File: config.mk
export PLATFORM = sky130hd
export DESIGN_NAME = rob_commit_flat
export DESIGN_NICKNAME = d
export VERILOG_FILES = /design/src/rtl/rob_commit_if.sv /design/src/rtl/rob_commit.sv /design/src/flat_wrapper.sv
export SDC_FILE = /design/constraint.sdc
export NUM_CORES = 2
export LEC_CHECK = 0
export CORE_MARGIN = 4
export CORE_UTILIZATION = 55
export CTS_BUF_LIST = sky130_fd_sc_hd__clkbuf_8
export CTS_CLUSTER_SIZE = 40
export DETAILED_ROUTE_END_ITERATION = 10
export PLACE_DENSITY = 0.77
export SETUP_SLACK_MARGIN = 0.02
export SYNTH_ARGS = -nofsm -noshare
export SYNTH_HDL_FRONTEND = slang
export SYNTH_SLANG_ARGS = --single-unit
File: constraint.sdc
create_clock -name clk -period 11.1 [get_ports clk]
set_input_delay 1.665 -clock clk [delete_from_list [all_inputs] [get_ports clk]]
set_output_delay 1.665 -clock clk [all_outputs]
set_load 0.02 [all_outputs]
File: src/rtl/rob_commit_if.sv
// rob_commit_if: handshake bundle between dispatch/execute/regfile and rob_commit.
//
//   Allocation : alloc_valid/alloc_ready handshake, destination fields, alloc_idx (current tail)
//   Completion : two independent strobe ports (cmpl_validN, cmpl_idxN, cmpl_dataN)
//   Retire     : registered register-file write ports (write_en, write_addrN, write_dataN,
//                old_addrN, retire_cnt) and the occupancy count rob_count
//
//   master : the environment (dispatch, execution units, register file)
//   slave  : the reorder buffer
interface rob_commit_if #(
  parameter int ROB_DEPTH = 16,
  parameter int PTR_W     = 4,
  parameter int AR_SIZE   = 6
);

  logic               alloc_valid;
  logic               alloc_ready;
  logic               alloc_has_dst;
  logic [AR_SIZE-1:0] alloc_pdst;
  logic [AR_SIZE-1:0] alloc_adst;
  logic [PTR_W-1:0]   alloc_idx;

  logic               cmpl_valid1;
  logic [PTR_W-1:0]   cmpl_idx1;
  logic [31:0]        cmpl_data1;
  logic               cmpl_valid2;
  logic [PTR_W-1:0]   cmpl_idx2;
  logic [31:0]        cmpl_data2;

  logic               write_en;
  logic [AR_SIZE-1:0] write_addr1;
  logic [AR_SIZE-1:0] write_addr2;
  logic [31:0]        write_data1;
  logic [31:0]        write_data2;
  logic [AR_SIZE-1:0] old_addr1;
  logic [AR_SIZE-1:0] old_addr2;
  logic [1:0]         retire_cnt;
  logic [PTR_W:0]     rob_count;

  modport master (
    output alloc_valid, alloc_has_dst, alloc_pdst, alloc_adst,
    output cmpl_valid1, cmpl_idx1, cmpl_data1,
    output cmpl_valid2, cmpl_idx2, cmpl_data2,
    input  alloc_ready, alloc_idx,
    input  write_en, write_addr1, write_addr2, write_data1, write_data2,
    input  old_addr1, old_addr2, retire_cnt, rob_count
  );

  modport slave (
    input  alloc_valid, alloc_has_dst, alloc_pdst, alloc_adst,
    input  cmpl_valid1, cmpl_idx1, cmpl_data1,
    input  cmpl_valid2, cmpl_idx2, cmpl_data2,
    output alloc_ready, alloc_idx,
    output write_en, write_addr1, write_addr2, write_data1, write_data2,
    output old_addr1, old_addr2, retire_cnt, rob_count
  );

endinterface

File: src/rtl/rob_commit.sv
// rob_commit: reorder buffer with in-order dual retire.
//
// Dispatch allocates one entry per cycle at the tail, two execution units mark
// entries done, and up to the two oldest completed entries retire per cycle as
// register-file writes. Port 1 always carries the older instruction so the
// register file (which applies port 2 last) keeps the younger value.
//
// Ports:
//   clk    in  clock, rising edge
//   rstn   in  asynchronous active-low reset; discards every entry
//   io_rob     rob_commit_if.slave (allocation, completion, retire outputs)
module rob_commit #(
  parameter int ROB_DEPTH = 16,
  parameter int PTR_W     = 4,
  parameter int AR_SIZE   = 6
) (
  input  logic         clk,
  input  logic         rstn,
  rob_commit_if.slave  io_rob
);

  localparam int                 CNT_W    = PTR_W + 1;
  localparam logic [CNT_W-1:0]   FULL_CNT = CNT_W'(ROB_DEPTH);
  localparam logic [PTR_W-1:0]   PTR_ONE  = PTR_W'(1);

  logic [ROB_DEPTH-1:0] r_valid;
  logic [ROB_DEPTH-1:0] r_done;
  logic [ROB_DEPTH-1:0] r_has_dst;
  logic [AR_SIZE-1:0]   r_pdst [ROB_DEPTH];
  logic [AR_SIZE-1:0]   r_adst [ROB_DEPTH];
  logic [31:0]          r_data [ROB_DEPTH];

  logic [PTR_W-1:0]     r_head;
  logic [PTR_W-1:0]     r_tail;
  logic [CNT_W-1:0]     r_count;

  logic                 r_write_en;
  logic [AR_SIZE-1:0]   r_write_addr1;
  logic [AR_SIZE-1:0]   r_write_addr2;
  logic [31:0]          r_write_data1;
  logic [31:0]          r_write_data2;
  logic [AR_SIZE-1:0]   r_old_addr1;
  logic [AR_SIZE-1:0]   r_old_addr2;
  logic [1:0]           r_retire_cnt;

  logic                 w_alloc_ready;
  logic                 w_alloc_fire;
  logic [PTR_W-1:0]     w_head1;
  logic                 w_r0;
  logic                 w_r1;
  logic [1:0]           w_ret_n;
  logic                 w_cmpl_ok1;
  logic                 w_cmpl_ok2;

  assign w_alloc_ready = (r_count != FULL_CNT);
  assign w_alloc_fire  = io_rob.alloc_valid & w_alloc_ready;

  assign w_head1 = r_head + PTR_ONE;
  assign w_r0    = r_valid[r_head] & r_done[r_head];
  assign w_r1    = w_r0 & r_valid[w_head1] & r_done[w_head1];
  assign w_ret_n = {1'b0, w_r0} + {1'b0, w_r1};

  // An entry being allocated this very edge counts as valid for completion,
  // so dispatch and a zero-latency unit can hit the same index together.
  assign w_cmpl_ok1 = io_rob.cmpl_valid1 &
                      (r_valid[io_rob.cmpl_idx1] | (w_alloc_fire & (io_rob.cmpl_idx1 == r_tail)));
  assign w_cmpl_ok2 = io_rob.cmpl_valid2 &
                      (r_valid[io_rob.cmpl_idx2] | (w_alloc_fire & (io_rob.cmpl_idx2 == r_tail)));

  // Entry storage. Later non-blocking writes take priority: allocation sets
  // done=0, completion then overrides it, port 1 overrides port 2 on a shared
  // index, and retire clearing comes last.
  always_ff @(posedge clk or negedge rstn) begin
    if (!rstn) begin
      r_valid   <= '0;
      r_done    <= '0;
      r_has_dst <= '0;
      for (int i = 0; i < ROB_DEPTH; i++) begin
        r_pdst[i] <= '0;
        r_adst[i] <= '0;
        r_data[i] <= '0;
      end
    end else begin
      if (w_alloc_fire) begin
        r_valid[r_tail]   <= 1'b1;
        r_done[r_tail]    <= 1'b0;
        r_has_dst[r_tail] <= io_rob.alloc_has_dst;
        r_pdst[r_tail]    <= io_rob.alloc_pdst;
        r_adst[r_tail]    <= io_rob.alloc_adst;
      end
      if (w_cmpl_ok2) begin
        r_done[io_rob.cmpl_idx2] <= 1'b1;
        r_data[io_rob.cmpl_idx2] <= io_rob.cmpl_data2;
      end
      if (w_cmpl_ok1) begin
        r_done[io_rob.cmpl_idx1] <= 1'b1;
        r_data[io_rob.cmpl_idx1] <= io_rob.cmpl_data1;
      end
      if (w_r0) begin
        r_valid[r_head] <= 1'b0;
        r_done[r_head]  <= 1'b0;
      end
      if (w_r1) begin
        r_valid[w_head1] <= 1'b0;
        r_done[w_head1]  <= 1'b0;
      end
    end
  end

  // Pointers and occupancy; pointer arithmetic wraps naturally in PTR_W bits.
  always_ff @(posedge clk or negedge rstn) begin
    if (!rstn) begin
      r_head  <= '0;
      r_tail  <= '0;
      r_count <= '0;
    end else begin
      if (w_alloc_fire) begin
        r_tail <= r_tail + PTR_ONE;
      end
      r_head  <= r_head + PTR_W'(w_ret_n);
      r_count <= r_count + CNT_W'(w_alloc_fire) - CNT_W'(w_ret_n);
    end
  end

  // Registered retire ports; idle ports are forced to zero.
  always_ff @(posedge clk or negedge rstn) begin
    if (!rstn) begin
      r_write_en    <= 1'b0;
      r_write_addr1 <= '0;
      r_write_addr2 <= '0;
      r_write_data1 <= '0;
      r_write_data2 <= '0;
      r_old_addr1   <= '0;
      r_old_addr2   <= '0;
      r_retire_cnt  <= '0;
    end else begin
      r_write_en   <= w_r0;
      r_retire_cnt <= w_ret_n;
      if (w_r0) begin
        r_write_addr1 <= r_has_dst[r_head] ? r_pdst[r_head] : '0;
        r_write_data1 <= r_data[r_head];
        r_old_addr1   <= r_adst[r_head];
      end else begin
        r_write_addr1 <= '0;
        r_write_data1 <= '0;
        r_old_addr1   <= '0;
      end
      if (w_r1) begin
        r_write_addr2 <= r_has_dst[w_head1] ? r_pdst[w_head1] : '0;
        r_write_data2 <= r_data[w_head1];
        r_old_addr2   <= r_adst[w_head1];
      end else begin
        r_write_addr2 <= '0;
        r_write_data2 <= '0;
        r_old_addr2   <= '0;
      end
    end
  end

  assign io_rob.alloc_ready = w_alloc_ready;
  assign io_rob.alloc_idx   = r_tail;
  assign io_rob.rob_count   = r_count;
  assign io_rob.write_en    = r_write_en;
  assign io_rob.write_addr1 = r_write_addr1;
  assign io_rob.write_addr2 = r_write_addr2;
  assign io_rob.write_data1 = r_write_data1;
  assign io_rob.write_data2 = r_write_data2;
  assign io_rob.old_addr1   = r_old_addr1;
  assign io_rob.old_addr2   = r_old_addr2;
  assign io_rob.retire_cnt  = r_retire_cnt;

endmodule

File: src/flat_wrapper.sv
// flat-port wrapper written by rule: the top's interface ports become plain ports
module rob_commit_flat 
#(
  parameter int ROB_DEPTH = 16,
  parameter int PTR_W     = 4,
  parameter int AR_SIZE   = 6
)
  (clk, rstn, io_rob_alloc_valid, io_rob_alloc_has_dst, io_rob_alloc_pdst, io_rob_alloc_adst, io_rob_cmpl_valid1, io_rob_cmpl_idx1, io_rob_cmpl_data1, io_rob_cmpl_valid2, io_rob_cmpl_idx2, io_rob_cmpl_data2, io_rob_alloc_ready, io_rob_alloc_idx, io_rob_write_en, io_rob_write_addr1, io_rob_write_addr2, io_rob_write_data1, io_rob_write_data2, io_rob_old_addr1, io_rob_old_addr2, io_rob_retire_cnt, io_rob_rob_count);
  rob_commit_if #(.ROB_DEPTH(ROB_DEPTH), .PTR_W(PTR_W), .AR_SIZE(AR_SIZE)) io_rob_i ();
  input  logic clk;
  input  logic rstn;
  input wire logic [$bits(io_rob_i.alloc_valid)-1:0] io_rob_alloc_valid;
  input wire logic [$bits(io_rob_i.alloc_has_dst)-1:0] io_rob_alloc_has_dst;
  input wire logic [$bits(io_rob_i.alloc_pdst)-1:0] io_rob_alloc_pdst;
  input wire logic [$bits(io_rob_i.alloc_adst)-1:0] io_rob_alloc_adst;
  input wire logic [$bits(io_rob_i.cmpl_valid1)-1:0] io_rob_cmpl_valid1;
  input wire logic [$bits(io_rob_i.cmpl_idx1)-1:0] io_rob_cmpl_idx1;
  input wire logic [$bits(io_rob_i.cmpl_data1)-1:0] io_rob_cmpl_data1;
  input wire logic [$bits(io_rob_i.cmpl_valid2)-1:0] io_rob_cmpl_valid2;
  input wire logic [$bits(io_rob_i.cmpl_idx2)-1:0] io_rob_cmpl_idx2;
  input wire logic [$bits(io_rob_i.cmpl_data2)-1:0] io_rob_cmpl_data2;
  output wire logic [$bits(io_rob_i.alloc_ready)-1:0] io_rob_alloc_ready;
  output wire logic [$bits(io_rob_i.alloc_idx)-1:0] io_rob_alloc_idx;
  output wire logic [$bits(io_rob_i.write_en)-1:0] io_rob_write_en;
  output wire logic [$bits(io_rob_i.write_addr1)-1:0] io_rob_write_addr1;
  output wire logic [$bits(io_rob_i.write_addr2)-1:0] io_rob_write_addr2;
  output wire logic [$bits(io_rob_i.write_data1)-1:0] io_rob_write_data1;
  output wire logic [$bits(io_rob_i.write_data2)-1:0] io_rob_write_data2;
  output wire logic [$bits(io_rob_i.old_addr1)-1:0] io_rob_old_addr1;
  output wire logic [$bits(io_rob_i.old_addr2)-1:0] io_rob_old_addr2;
  output wire logic [$bits(io_rob_i.retire_cnt)-1:0] io_rob_retire_cnt;
  output wire logic [$bits(io_rob_i.rob_count)-1:0] io_rob_rob_count;
  assign io_rob_i.alloc_valid = io_rob_alloc_valid;
  assign io_rob_i.alloc_has_dst = io_rob_alloc_has_dst;
  assign io_rob_i.alloc_pdst = io_rob_alloc_pdst;
  assign io_rob_i.alloc_adst = io_rob_alloc_adst;
  assign io_rob_i.cmpl_valid1 = io_rob_cmpl_valid1;
  assign io_rob_i.cmpl_idx1 = io_rob_cmpl_idx1;
  assign io_rob_i.cmpl_data1 = io_rob_cmpl_data1;
  assign io_rob_i.cmpl_valid2 = io_rob_cmpl_valid2;
  assign io_rob_i.cmpl_idx2 = io_rob_cmpl_idx2;
  assign io_rob_i.cmpl_data2 = io_rob_cmpl_data2;
  assign io_rob_alloc_ready = io_rob_i.alloc_ready;
  assign io_rob_alloc_idx = io_rob_i.alloc_idx;
  assign io_rob_write_en = io_rob_i.write_en;
  assign io_rob_write_addr1 = io_rob_i.write_addr1;
  assign io_rob_write_addr2 = io_rob_i.write_addr2;
  assign io_rob_write_data1 = io_rob_i.write_data1;
  assign io_rob_write_data2 = io_rob_i.write_data2;
  assign io_rob_old_addr1 = io_rob_i.old_addr1;
  assign io_rob_old_addr2 = io_rob_i.old_addr2;
  assign io_rob_retire_cnt = io_rob_i.retire_cnt;
  assign io_rob_rob_count = io_rob_i.rob_count;
  rob_commit #(.ROB_DEPTH(ROB_DEPTH), .PTR_W(PTR_W), .AR_SIZE(AR_SIZE)) u_core (.clk(clk), .rstn(rstn), .io_rob(io_rob_i));
endmodule
Word-level counts from Yosys, hierarchy flattened
Cells that the tools add are included.
{"block": "classes", "mul": 0, "n_addsub": 6, "shifts": 0, "bitwise_logic": 26, "muxes": 73, "n_reduce_logical": 8, "n_lt_le_gt_ge": 18, "eq_ne": 3, "div_mod_pow": 0}
{"op": "$bwmux W512", "count": 2}
{"op": "$mux W512", "count": 2}
{"op": "$bmux W32 S4", "count": 2}
{"op": "$demux W32 S4", "count": 2}
{"op": "$mux W32", "count": 8}
{"op": "$bwmux W96", "count": 2}
{"op": "$mux W16", "count": 8}
{"op": "$bmux W6 S4", "count": 4}
{"op": "$mux W6", "count": 15}
{"op": "$and A16 B16 Y16", "count": 5}
{"op": "$not A16 Y16", "count": 3}
{"op": "$or A16 B16 Y16", "count": 3}
{"op": "$bmux W1 S4", "count": 8}
{"op": "$ge A5 B5 Y1 const B", "count": 5}
{"op": "$lt A4 B5 Y1 const B", "count": 5}
{"op": "$not A4 Y5", "count": 5}
{"op": "$demux W6 S4", "count": 1}
{"op": "$demux W1 S4", "count": 5}
{"op": "$ge A4 B1 Y1 const B", "count": 5}
{"op": "$bwmux W16", "count": 1}
{"op": "$lt A5 B1 Y1 const B", "count": 3}
{"op": "$mux W1", "count": 13}
{"op": "$add A4 B1 Y4 const B", "count": 2}
{"op": "$and A1 B1 Y1", "count": 8}
{"op": "other kinds (8)", "count": 17}
{"block": "word_totals", "n_memories": 0, "latchBits": 0, "reg_bits": 856, "word_cells": 196, "mem_bits_rw": 0, "rom_bits": 0, "inputBits": 90}

Logic depth before layout (Yosys ltp)
{"block": "logic_depth", "depth_word": 15, "ltp_mapped": 27, "mapped_depth_nobuf": 18}

Worst setup path after synthesis
OpenSTA, ideal clock, no wires.
{"block": "synth_path", "path_kind": "register to register", "start": "register u_core.r_head[0]", "end": "register u_core.r_count[4] (netlist: u_core.io_rob.rob_count[4])", "setup_time_ns": 0.125, "slack_ns": 6.278, "arrival_time_ns": 4.697, "synth_period_minus_slack_ns": 4.822, "stages_incl_launch_ff": 28, "required_ns": 10.975, "path_cell_list": "dfrtp_1 buf_6 buf_8 buf_6 buf_2 buf_2 buf_2 inv_1 ha_1 buf_2 buf_4 buf_2 o211ai_1 o211ai_1 a21o_2 inv_2 buf_6 ha_1 ha_1 inv_1 ha_1 inv_1 fa_1 inv_1 a21oi_1 nor2_1 nor2_1 xnor2_1"}
{"block": "synth_between", "elab_chain_len": 7}
{"item": "start, declared", "line": "rob_commit.sv:33", "text": "logic [PTR_W-1:0] r_head;"}
{"item": "start signal, assigned", "line": "rob_commit.sv:120", "text": "r_head <= r_head + PTR_W'(w_ret_n);"}
{"item": "$add A4 B1 Y4 or $bmux W1 S4 (tied branches)", "line": "rob_commit.sv:58, rob_commit.sv:59"}
{"item": "$bmux W1 S4 or $mux W1 (tied branches)", "line": "rob_commit.sv:60, rob_commit.sv:59"}
{"item": "$mux W1 (not written as such) or $and A1 B1 Y1 (tied branches)", "line": "rob_commit.sv:60, rob_commit.sv:59"}
{"item": "$and A1 B1 Y1 (2 in series)", "line": "rob_commit.sv:60", "text": "assign w_r1 = w_r0 & r_valid[w_head1] & r_done[w_head1];"}
{"item": "$add A1 B1 Y2 (*)", "line": "rob_commit.sv:61", "text": "assign w_ret_n = {1'b0, w_r0} + {1'b0, w_r1};"}
{"item": "via u_core.w_ret_n[0]", "line": "rob_commit.sv:51", "text": "logic [1:0] w_ret_n;"}
{"item": "$sub A5 B2 Y5 (*)", "line": "rob_commit.sv:121", "text": "r_count <= r_count + CNT_W'(w_alloc_fire) - CNT_W'(w_ret_n);"}
{"item": "end signal, assigned", "line": "rob_commit.sv:121"}
{"item": "end, declared", "line": "rob_commit.sv:35", "text": "logic [CNT_W-1:0] r_count;"}
The timed path passes the listed nets; every way through them passes the cells marked *. The select of a mux whose other input is x is not followed.
A chain may end at the register's enable or synchronous reset.

Final worst setup path
{"block": "layout_path", "start": "register u_core.r_head[1]", "end": "register u_core.r_count[4] (netlist: u_core.io_rob.rob_count[4])"}
The elaborated chain is that of the path after synthesis.

==> results_dict.tcl <==
set metrics [dict create \
    worst-path-buf-inv 6 \
    synth-edff-count 0 \
    maxSlewViolCount 0 \
    drtIter0Drc 4733 \
    synth_nets 4231 \
    p_leak_nw 21.8 \
    io_pins 191 \
    ys_seq_area_share_pct 43.5 \
    pwr-share-clk_pct 17.3 \
    post_cts.repair.setup_buffers 0 \
    avgSynthCellArea_um2 12.0 \
    async_flop_share_pct 100 \
    status "finished clean" \
    cts.sinks 856 \
    grt_pass1_wl_um 226000 \
    end_kind "register" \
    cts_tree "yes" \
    finish.instance_area_mm2 0.0543 \
    synth_area_leaders "dfrtp_1, mux4_2, mux2i_1" \
    synthDistinctLibCells 68 \
    period_share_pct 62.3 \
    hold_path_class "register to register" \
    synth_cells 4119 \
    cp_slowest_stage_delay_ps 950 \
    cts-root-buf "clkbuf_8" \
    yosysWarnings 0 \
    ant_nets 0 \
    synth_flop_cell "dfrtp_1" \
    cp_max_fo 39 \
    r2r_slack_ps 4190 \
    grt_use_total_pct 31.5 \
    wire_per_inst_um 27.8 \
    yosys-top-cells-count "dfrtp_1, mux2i_1, nor2_1" \
    hold_violations 0 \
    cts_buffer_depth 3 \
    fin_cells 5363 \
    critical_path_required_ps 11780 \
    power_frac_comb_pct 48.6 \
    areaGrowthSynthToFinish_pct 10.2 \
    power.switching_mw 6.56 \
    fin_total_pwr_mw 17.4 \
    power_density_mw_per_mm2 321 \
    fp.dieW_um 307 \
    path_clk_slew_ps 60 \
    max-cap-violations 0 \
    drt_drc_violations_left 0 \
    gp_congestion 0.898 \
    setup_ws_ps 4190 \
    crit_path_start_kind "register" \
    hpwl_um 80400 \
    cts.repair.resized 0 \
    h-tree-depth 4 \
    synth_area_leader_cell "dfrtp_1" \
    chipHeight_um 307 \
    core_area_mm2 0.0886 \
    postLayoutCoreUtil_pct 61.2 \
    rsz0062_at_grt "no" \
    netlist.area_leader.share_pct 43.5 \
    viasPerCell 6.73 \
    finalSetupTns_ps 0 \
    setup_violations 0 \
    grt_overflow_total 0 \
    io_buffer_count 190 \
    hold_buffers 0 \
    layout-drive-gt1-share_pct 22.5 \
    numPlacedInstances 5096 \
    power_frac_seq_pct 34.1 \
    cp_common_cell "inv_1" \
    num_vias 36100 \
    grt_max_degree 176 \
    period_needed_ps 6910 \
    antenna_found_initial 13 \
    worst_pin_slew_ps 1350 \
    routed_wirelength_um 149000 \
    fmax_ghz 0.145 \
    hold_ws_ps 500 \
    worst_skew_pair.late_latency_ps 820 \
    rows 109 \
    num-nets-final 4191 \
    synth_seq_cells 856 \
    pre_cts_slack_ps 4290 \
    grt_pass1_vias 36000 \
    die-area_mm2 0.0944 \
    vdd_drop_max_uv 200 \
    syn-cell-area_mm2 0.0493 \
    yosysMostFrequentCell "dfrtp_1" \
    fin_skew_ps 49.0 \
    relSlewSlack_pct 10.0 \
    power.internal_mw 10.8 \
    start_util_pct 55.6 \
    cts-buffers-inserted 146 \
    dr.pass1.iters 6 \
    crit_type "register to register" \
    path_delay_family "adder cells" \
    place_area_mm2 0.0512 \
    cp_slowest_cell "a21o_4" \
    arrival_ps 7590 \
    crit_chain "inv_1 -> ha_4 -> buf_4 -> o211ai_1 -> o21a_1 -> a222oi_1 -> a21o_4 -> inv_2 -> ha_1 -> ha_1 -> inv_1 -> ha_1 -> inv_1 -> fa_1 -> inv_1 -> a21oi_1 -> nor2_1 -> nor2_1 -> xnor2_1" \
    switching_share_pct 37.7 \
]
## power by group through the flow
| stage | logic [mW] | registers, mW | clock network (mW) |
|---|---|---|---|
| after detailed placement | 8.40 | 5.88 | 0 |
| after global routing | 9.05 | 6.08 | 3.19 |
| final | 8.47 | 5.93 | 3.01 |
| after floorplan | 6.67 | 5.45 | 0 |
| after global placement | 8.20 | 5.79 | 0 |
| after CTS | 8.42 | 5.85 | 3.04 |
## path summary, 6_finish.rpt
| kind | start | endpoint | cells past startpoint |
|---|---|---|---|
| min in group asynchronous | rstn | u_core.io_rob.write_data1[29]$_DFF_PN0_ | 1 |
| worst min-delay path | u_core.r_pdst[70]$_DFFE_PN0P_ | u_core.r_pdst[70]$_DFFE_PN0P_ | 2 |
| worst max-delay path | u_core.r_head[1]$_DFF_PN0_ | u_core.io_rob.rob_count[4]$_DFF_PN0_ | 19 |
| worst min register to register | u_core.r_pdst[70]$_DFFE_PN0P_ | u_core.r_pdst[70]$_DFFE_PN0P_ | 2 |
| worst max register to register | u_core.r_head[1]$_DFF_PN0_ | u_core.io_rob.rob_count[4]$_DFF_PN0_ | 19 |
| max in group asynchronous | rstn | u_core.r_data[232]$_DFF_PN0_ | 3 |
## cell usage in the layout, fill, tap and decap left out, types with 6 or more instances in the layout
master	netlist	final
dfrtp_1	856	852
mux2i_1	559	559
nor2_1	533	533
a21oi_1	529	529
mux4_2	417	417
clkdlybuf4s50_1	0	189
clkbuf_8	0	184
mux2_2	172	172
nand2_1	155	153
inv_1	36	80
a211oi_1	73	73
buf_4	39	71
nor2b_1	54	54
and3_1	44	44
nand3_1	23	21
a211oi_2	20	20
ha_1	20	19
and2_1	17	17
a31oi_1	13	13
a2bb2oi_1	12	12
clkinv_2	0	12
xnor2_1	11	11
diode_2	0	10
o211ai_1	9	9
a22oi_1	9	9
bufinv_16	0	8
o21ai_0	6	6
xor2_1	6	6
nor2_4	0	6
o32ai_1	6	6
o22ai_1	6	6
## cell type report
type                    instances  area [um^2]
fillers                      6755        34400
multi-input cells            2773        25600
flip-flops and latches        856        21400
clock buffers                 184         2530
repair buffers                265         2520
well taps                    1165         1460
clock inverters                73          546
inverters                      37          139
diodes                         10         25.0
## kinds of logic (layout without fill, tap and decap cells)
group | after synthesis | in the layout | share of synthesized area [%]
AND/OR/NAND/NOR | 865 | 865 | 7.60
XOR/XNOR | 19 | 19 | 0.368
buffers and inverters | 490 | 559 | 4.84
flip-flops | 856 | 856 | 43.5
multiplexers | 1150 | 1150 | 34.5
AO/OA/AOI/OAI | 717 | 717 | 8.65
adder cells (fa/ha/maj) | 22 | 22 | 0.589
other | 0 | 10 | 0
## routing by layer
metal	track usage, %	vias to the layer above	share of wire, %
li1	-	15100	-
met1	43.5	18300	39
met2	46.9	2311	45
met3	8.97	441	11
met4	14.7	6	4.7
met5	0.253	-	0.028
## worst register-to-register path, cell delays in order, from the launching register on
cell and delay, ps:
dfrtp_4 840, inv_1 290, ha_4 740, buf_4 780, o211ai_1 180, o21a_1 190, a222oi_1 640, a21o_4 950
inv_2 320, ha_1 440, ha_1 280, inv_1 60, ha_1 160, inv_1 60, fa_1 460, inv_1 70
a21oi_1 60, nor2_1 100, nor2_1 60, xnor2_1 110
## registers in the layout (all words and copies together) (netlist names), 2 cells and up
| name | flops |
|---|---|
| u_core.r_pdst | 96 |
| u_core.io_rob.retire_cnt | 2 |
| u_core.io_rob.rob_count | 5 |
| u_core.r_head | 4 |
| u_core.r_done | 16 |
| u_core.io_rob.write_data2 | 32 |
| u_core.r_adst | 96 |
| u_core.r_data | 512 |
| u_core.io_rob.write_addr1 | 6 |
| u_core.io_rob.write_data1 | 32 |
| u_core.io_rob.alloc_idx | 4 |
| u_core.io_rob.old_addr2 | 6 |
| u_core.r_valid | 16 |
| u_core.io_rob.write_addr2 | 6 |
| u_core.r_has_dst | 16 |
| u_core.io_rob.old_addr1 | 6 |
(Power assumes the default switching activity.)
